### src/rtl/add_accum.sv
`default_nettype none
// ============================================================================
// Module   : add_accum
// Purpose  : Accumulates batches of COUNT sums from the adder stage and
//            presents total, beat count and sticky carry-out to the sink.
// Revision : 1.0 - initial release
// ============================================================================
module add_accum #(
    parameter int WIDTH = 32,
    parameter int COUNT = 4
) (
    input  logic             clock,
    input  logic             reset,
    input  logic             in_valid,
    output logic             in_ready,
    input  logic [WIDTH-1:0] in_data,
    input  logic             flush,
    output logic             out_valid,
    input  logic             out_ready,
    output logic [WIDTH-1:0] out_sum,
    output logic [7:0]       out_count,
    output logic             out_ovf
);

    localparam logic [0:0] S_ACCUM = 1'b0;
    localparam logic [0:0] S_HOLD  = 1'b1;
    localparam logic [7:0] c_count = 8'(COUNT);

    logic [0:0]       r_state;
    logic [WIDTH-1:0] r_acc;
    logic [7:0]       r_cnt;
    logic             r_ovf;

    logic [0:0]       w_state_next;
    logic [WIDTH-1:0] w_acc_next;
    logic [7:0]       w_cnt_next;
    logic             w_ovf_next;
    logic             w_accept;
    logic [WIDTH:0]   w_sum;
    logic [7:0]       w_cnt_inc;

    assign in_ready  = (r_state == S_ACCUM);
    assign out_valid = (r_state == S_HOLD);
    assign out_sum   = r_acc;
    assign out_count = r_cnt;
    assign out_ovf   = r_ovf;

    assign w_accept  = in_ready & in_valid;
    assign w_sum     = {1'b0, r_acc} + {1'b0, in_data};
    assign w_cnt_inc = r_cnt + 8'd1;

    always_comb begin
        w_state_next = r_state;
        w_acc_next   = r_acc;
        w_cnt_next   = r_cnt;
        w_ovf_next   = r_ovf;
        case (r_state)
            S_ACCUM: begin
                if (w_accept) begin
                    w_acc_next = w_sum[WIDTH-1:0];
                    w_ovf_next = r_ovf | w_sum[WIDTH];
                    w_cnt_next = w_cnt_inc;
                end
                // A flush with nothing accumulated (and no beat this cycle) is a no-op.
                if ((w_accept && (w_cnt_inc == c_count)) ||
                    (flush && (w_cnt_next != 8'd0))) begin
                    w_state_next = S_HOLD;
                end
            end
            S_HOLD: begin
                if (out_ready) begin
                    w_acc_next   = '0;
                    w_cnt_next   = 8'd0;
                    w_ovf_next   = 1'b0;
                    w_state_next = S_ACCUM;
                end
            end
            default: begin
                w_state_next = S_ACCUM;
            end
        endcase
    end

    always_ff @(posedge clock) begin
        if (reset) begin
            r_state <= S_ACCUM;
            r_acc   <= '0;
            r_cnt   <= 8'd0;
            r_ovf   <= 1'b0;
        end else begin
            r_state <= w_state_next;
            r_acc   <= w_acc_next;
            r_cnt   <= w_cnt_next;
            r_ovf   <= w_ovf_next;
        end
    end

endmodule
`default_nettype wire

### config.mk
export PLATFORM = sky130hd
export DESIGN_NAME = add_accum
export DESIGN_NICKNAME = d
export VERILOG_FILES = /design/src/rtl/add_accum.sv
export SDC_FILE = /design/constraint.sdc
export NUM_CORES = 1
export LEC_CHECK = 0
export ABC_CLOCK_PERIOD_IN_PS = 3000
export BUFFER_PORTS_ARGS = -buffer_cell sky130_fd_sc_hd__buf_2
export CAP_MARGIN = 10
export CORE_ASPECT_RATIO = 1.4
export CORE_MARGIN = 1
export CORE_UTILIZATION = 45
export DETAILED_ROUTE_END_ITERATION = 12
export PLACE_DENSITY = 0.72
export SYNTH_ARGS = -nofsm -noshare
export SYNTH_HDL_FRONTEND = slang
export SYNTH_SLANG_ARGS = --single-unit
### constraint.sdc
create_clock -name clock -period 3 [get_ports clock]
set_input_delay 0.45 -clock clock [delete_from_list [all_inputs] [get_ports clock]]
set_output_delay 0.45 -clock clock [all_outputs]
set_load 0.05 [all_outputs]
==> results of run 1 <==
-- sequential cells by signal (all words and copies together) (netlist names) --
name and count:
out_sum 32, out_count 8, out_ovf 1, out_valid 1
-- routing by layer --
metal / share of wire / up-vias / wire length, um
met5: 0 / - / 0
met4: 0.030 / 0 / 294
met3: 0.055 / 26 / 528
met2: 0.51 / 124 / 4945
met1: 0.40 / 1680 / 3881
li1: - / 1817 / -
-- worst paths after layout --
path,slack (ns),to,startpoint
worst min register to register,0.48,out_sum[16],out_sum[16]
worst min-delay path,0.42,out_valid,flush
worst max-delay path,0.42,out_sum[30],out_sum[0]
worst max register to register,0.42,out_sum[30],out_sum[0]
-- cell usage after synthesis, drive strengths merged, types with 10 or more instances --
cell type and count:
nand2 52, dfxtp 42, a21oi 40, nor2 37, ha 34, o21ai 34
xnor2 22, clkbuf 15, a22oi 14, a21o 13, buf 12, inv 12
nand3 12, nand4 10
-- layout make-up --
cell class | instances | area [um2] | share of cell area
inverters | 12 | 45.04 | 0.01102
multi-input cells | 379 | 2562 | 0.6267
clock inverters | 3 | 21.27 | 0.005202
well taps | 100 | 125.1 | 0.03060
flip-flops and latches | 42 | 840.8 | 0.2056
clock buffers | 5 | 68.82 | 0.01683
repair buffers | 83 | 425.4 | 0.1040
-- power breakdown --
group	total, mW	switching (mW)	internal, mW	leakage, nW
clock network	0.392	0.228	0.164	0.0441
registers	0.701	0.0672	0.634	0.344
logic	1.27	0.829	0.441	1.49
total	2.36	1.12	1.24	1.88
-- critical path: stages, from the launching register on --
cell	delay [ns]
dfxtp_1	0.36
ha_1	0.18
inv_1	0.06
fa_1	0.39
nor2b_1	0.18
o2111ai_1	0.16
a21oi_2	0.34
a2111oi_4	0.09
nor4_1	0.33
o21ai_0	0.13
a32o_1	0.26
-- logic make-up after synthesis --
kind of cell / after synthesis / synth area share
XOR/XNOR: 31 / 0.07439
AO/OA/AOI/OAI: 155 / 0.2883
multiplexers: 2 / 0.005485
adder cells (fa/ha/maj): 35 / 0.1220
buffers and inverters: 41 / 0.06753
AND/OR/NAND/NOR: 156 / 0.2119
flip-flops: 42 / 0.2304
-- metrics by stage --
| step | cell area (um2) | setup slack, ns |
|---|---|---|
| 4_1_cts | 4089 | 0.4270 |
| 3_3_place_gp | 3999 | 0.2797 |
| 5_1_grt | 4089 | 0.1482 |
| 3_5_place_dp | 3999 | 0.2368 |
| 6_report | 4089 | 0.4240 |
| 2_1_floorplan | 3650 | 0.2750 |
==> key figures, run 1 <==
Worst setup path
  • Worst EP required: between 3 and 4 ns
  • WS Path Type: reg -> reg
  • CP Launch Type: register
  • Worst path arrival time: about 2.8 ns
  • Worst-case reg-to-reg path depth: 10
  • Crit path max fanout: 5
  • Worst Setup End Kind: register

Clocking
  • TritonCTS Sinks: 42
  • CTS tree: done
  • CTS resizes: 0
  • Num CTS Buffers: 5
  • Clk_lat worst skew: between 0.3 and 0.4 ns
  • CTS clk-pin slew, worst paths: ~0.090 ns
  • Max H-tree Level: 2
  • Clock root cell: clkbuf_8
  • Max Root-Sink Buffers: 2
  • Setup Buffers After CTS: 0
  • Hold Buf Count CTS: 0

Flow run
  • Max-cap violation count: 0

Synth
  • YS warnings: 0
  • Syn avg cell area: between 7 and 8 um2
  • Syn nets: 534
  • #FFs+latches synth: 42
  • Main synth FF type: dfxtp_1
  • Syn Inst Count: around 460
  • Number of flops mapped to enable cells by yosys: 0
  • Synth top area share: 0.2304
  • Synth unique cells: slightly below 70
  • Synth area leader: dfxtp_1
  • Synth Cell Area: 3650 um2
  • Async SR Flop Fraction: 0
  • Ranking of synthesized cells by area: dfxtp_1, ha_1, nand2_1, xnor2_1, a21oi_1
  • Seq/Total Area, Yosys: 0.2304

Detailed routing
  • DR iter-0 viols: 170
  • Antenna viol nets, final: 0
  • Average routed wire per standard cell: 15.46 um
  • Total iterations of the first detailed-routing run: 4
  • Vias post-DR: 3647
  • Drt total wl: a little under 10000 um
  • DRC errors left: 0
  • Via density: slightly below 6

Global route
  • Largest net degree at the start of global routing: 24
  • Number of global-route vias before repair: roughly 3500
  • Total GRT Usage: 0.2378
  • GR peak layer: met2
  • First-pass GRT wire length: 16210 um
  • Grt total ovfl: 0
  • GR Util met1: 0.2619
  • Met3 GRT Util: 0.04219
  • Grt met2 use: 0.4380
  • Initial antenna violation count: 0

Power and ir drop
  • Leakage: about 1.9 nW
  • Tot Pwr: about 2.4 mW
  • Power per cell area: ~580 nW/um2
  • Max VDD drop: approximately 0.00027 V

Final layout
  • Commonest non-fill, non-tap cell in the layout: buf_2
  • FILL cells: slightly below 800
  • Ratio of cells with drive above 1 in the final layout: 0.2042
  • Synth-to-layout area growth: 12.03%
  • Commonest cells after routing, fill and taps aside: buf_2, nand2_1, dfxtp_1, a21oi_1, nor2_1
  • Core Util, Final: 0.5244
  • Cell Count, Final, Fillers Out: between 600 and 700
  • Fin nets: 595
  • Number of diodes: 0

Hold path
  • WHS Path Cells: 3
  • Worst Hold Class: in -> reg

Place
  • PortBufs: roughly 80
  • Placer Congestion: between 0.9 and 1
  • DP HPWL: around 7500 um
  • Post-Place Cells: between 600 and 700

STA
  • Tmin final: about 2.6 ns
  • RSZ-0062 raised after global routing: no
  • Final number of setup-violating endpoints: 0
  • Slew headroom: 0.5032
  • Slew @ Worst Pin: between 0.7 and 0.8 ns
  • Hold Slack: 0.4243 ns
  • Skew final: 0.005532 ns
  • Max-slew violation count: 0
  • Max Clk Rate: slightly below 400 MHz
  • Final Hold Fails: 0
  • Fin crit share: 0.8587
  • Setup TNS: 0 ns

Floorplan
  • Die W: 78.12 um
  • CORE AREA: roughly 7800 um2
  • Ports: 80
  • Initial core utilization: 0.4681
  • Full die area: about 8500 um2
  • Chip height: roughly 110 um
  • # rows: 38

Outcome
  • Outcome: finished, final reports clean
(Power assumes the default switching activity.)
==> run 2, diff against run 1 <==
--- a/config.mk
+++ b/config.mk
@@ -5,6 +5,7 @@
 export SDC_FILE = /design/constraint.sdc
 export NUM_CORES = 1
 export LEC_CHECK = 0
+export ABC_AREA = 1
 export ABC_CLOCK_PERIOD_IN_PS = 3000
 export BUFFER_PORTS_ARGS = -buffer_cell sky130_fd_sc_hd__buf_2
 export CAP_MARGIN = 10
@@ -12,7 +13,7 @@
 export CORE_MARGIN = 1
 export CORE_UTILIZATION = 45
 export DETAILED_ROUTE_END_ITERATION = 12
-export PLACE_DENSITY = 0.72
+export PLACE_DENSITY = 0.71
 export SYNTH_ARGS = -nofsm -noshare
 export SYNTH_HDL_FRONTEND = slang
 export SYNTH_SLANG_ARGS = --single-unit
==> key figures, run 2 <==
Worst setup path
  • Worst EP required: 3.23 ns
  • Crit path max-delay cell type: dfxtp_1
  • Critical Path Max Stage Delay: 0.35 ns
  • Crit path max fanout: 5
  • Cell family with most CP delay: simple AND/OR/NAND/NOR gates
  • CP Launch Type: register
  • CP cell instances: ha_1, inv_1, fa_1, inv_1, nand3_1, nand3_1, nand2_1, nand2_2, nand2_1, nand2_1, or2_1, nand3_1, a21oi_1
  • WS Path Type: reg -> reg
  • Worst path arrival time: roughly 2.3 ns
  • Worst Setup End Kind: register
  • Buf+Inv Stages, Crit Path: 2

Detailed routing
  • Drt total wl: 11870 um
  • DR iter-0 viols: around 190
  • Via density: between 4 and 5
  • Total iterations of the first detailed-routing run: 4
  • Vias post-DR: roughly 4600
  • Average routed wire per standard cell: around 13 um
  • DRC errors left: 0
  • Antenna viol nets, final: 0

Global route
  • First-pass GRT wire length: 19800 um
  • Number of global-route vias before repair: ~4400
  • Largest net degree at the start of global routing: 35
  • Grt total ovfl: 0
  • Total GRT Usage: 0.2446
  • Initial antenna violation count: 0

Place
  • Post-Place Cells: ~940
  • Area post-placement: slightly below 5000 um2
  • PortBufs: 79
  • Pre-CTS WS: 0.8098 ns
  • DP HPWL: 9338 um
  • Placer Congestion: 0.9353

Synth
  • Syn nets: between 800 and 900
  • Commonest cells post-synth: nand2_1, inv_1, a21oi_1
  • Syn avg cell area: 5.779 um2
  • Synth area leader: nand2_1
  • Synth unique cells: 38
  • Synth top area share: 0.2363
  • Ranking of synthesized cells by area: nand2_1, dfxtp_1, inv_1, ha_1, a21oi_1
  • Async SR Flop Fraction: 0
  • Syn Inst Count: roughly 760
  • Seq/Total Area, Yosys: 0.1924
  • #FFs+latches synth: 42
  • Most common cell in the netlist: nand2_1
  • Synth Cell Area: ~4400 um2
  • Main synth FF type: dfxtp_1
  • YS warnings: 0
  • Number of flops mapped to enable cells by yosys: 0

Outcome
  • Outcome: finished, final reports clean

Clocking
  • CTS tree: done
  • TritonCTS Sinks: 42
  • CTS resizes: 0
  • CTS clk-pin slew, worst paths: roughly 0.070 ns
  • Max H-tree Level: 2
  • Clock root cell: clkbuf_16
  • Max Root-Sink Buffers: 2
  • Clk_lat worst skew: roughly 0.30 ns
  • Hold Buf Count CTS: 0
  • Num CTS Buffers: 5
  • Setup Buffers After CTS: 0

Power and ir drop
  • Leakage: about 2.9 nW
  • Max VDD drop: roughly 0.00024 V
  • Power per cell area: 512.0 nW/um2
  • Tot Pwr: 2.586 mW

STA
  • Fin crit share: 0.6731
  • Slew @ Worst Pin: 0.6084 ns
  • PnR worst setup slack: 0.9808 ns
  • Max-slew violation count: 0
  • Hold Slack: around 0.41 ns
  • Max Clk Rate: just under 500 MHz
  • Final Hold Fails: 0
  • Final number of setup-violating endpoints: 0
  • RSZ-0062 raised after global routing: no
  • Skew final: roughly 0.01 ns
  • Tmin final: approximately 2 ns
  • Setup TNS: 0 ns
  • Slew headroom: 0.5944

Final layout
  • Commonest cells after routing, fill and taps aside: nand2_1, inv_1, buf_2, a21oi_1, nor2_1
  • Core Util, Final: 0.5340
  • Max FFs per register: 32
  • Number of diodes: 0
  • Commonest non-fill, non-tap cell in the layout: nand2_1
  • Final Instance Area: just over 5000 um2
  • Fin nets: slightly above 900
  • Synth-to-layout area growth: 15.61%
  • Ratio of cells with drive above 1 in the final layout: 0.1954
  • Cell Count, Final, Fillers Out: 944

Floorplan
  • Ports: 80
  • # rows: between 40 and 50
  • Initial core utilization: 0.4619
  • Die W: between 80 and 90 um
  • CORE AREA: around 9500 um2
  • Chip height: 118.6 um
  • Full die area: between 10000 and 15000 um2

Flow run
  • Max-cap violation count: 0

Hold path
  • Worst Hold Class: in -> reg
## run 2: worst register-to-register path, delay by kind of cell (launching register included)
| family | cells | cell delay (ns) |
|---|---|---|
| AOI/OAI and AO/OA | 1 | 0.14 |
| adders and majority gates | 2 | 0.53 |
| buffers and inverters | 2 | 0.19 |
| DFF | 1 | 0.35 |
| and+or+nand+nor | 8 | 0.74 |
## run 2: layer usage
metal  track usage  wire (um)  share of wire
met4        0.1219        495          0.042
met3       0.03561        530          0.045
met1        0.2798       4963           0.42
met5             0          0              0
met2        0.4365       5878           0.50
## run 2: cell type report
cell class	instances	area, um2
Fill cell	1030	4408
Multi-Input combinational cell	560	2927
Sequential cell	42	840.8
Inverter	143	541.8
Timing Repair Buffer	81	410.4
Tap cell	110	137.6
Clock buffer	5	125.1
Clock inverter	3	68.82
## run 2: final timing paths
| check | from | endpoint | slack [ns] | cells past startpoint |
|---|---|---|---|---|
| min | flush | out_valid | 0.41 | 3 |
| max | out_sum[0] | out_sum[16] | 0.98 | 13 |
| max reg2reg | out_sum[0] | out_sum[16] | 0.98 | 13 |
| min reg2reg | out_sum[15] | out_sum[15] | 0.48 | 2 |
## run 2: kinds of logic (layout without fill, tap and decap cells)
group,count (synthesis),count (layout),synth area share
and+or+nand+nor,426,426,0.4390
buffers and inverters,154,232,0.1377
AOI/OAI and AO/OA,96,96,0.1228
DFF,42,42,0.1924
adders and majority gates,35,35,0.1019
xor gates and xnor gates,3,3,0.006015
## run 2: power breakdown
part / switching [mW] / total, mW / leakage, nW / internal, mW
Sequential: 0.0547 / 0.674 / 0.345 / 0.619
Clock: 0.268 / 0.748 / 0.0940 / 0.480
Combinational: 0.816 / 1.16 / 2.45 / 0.349
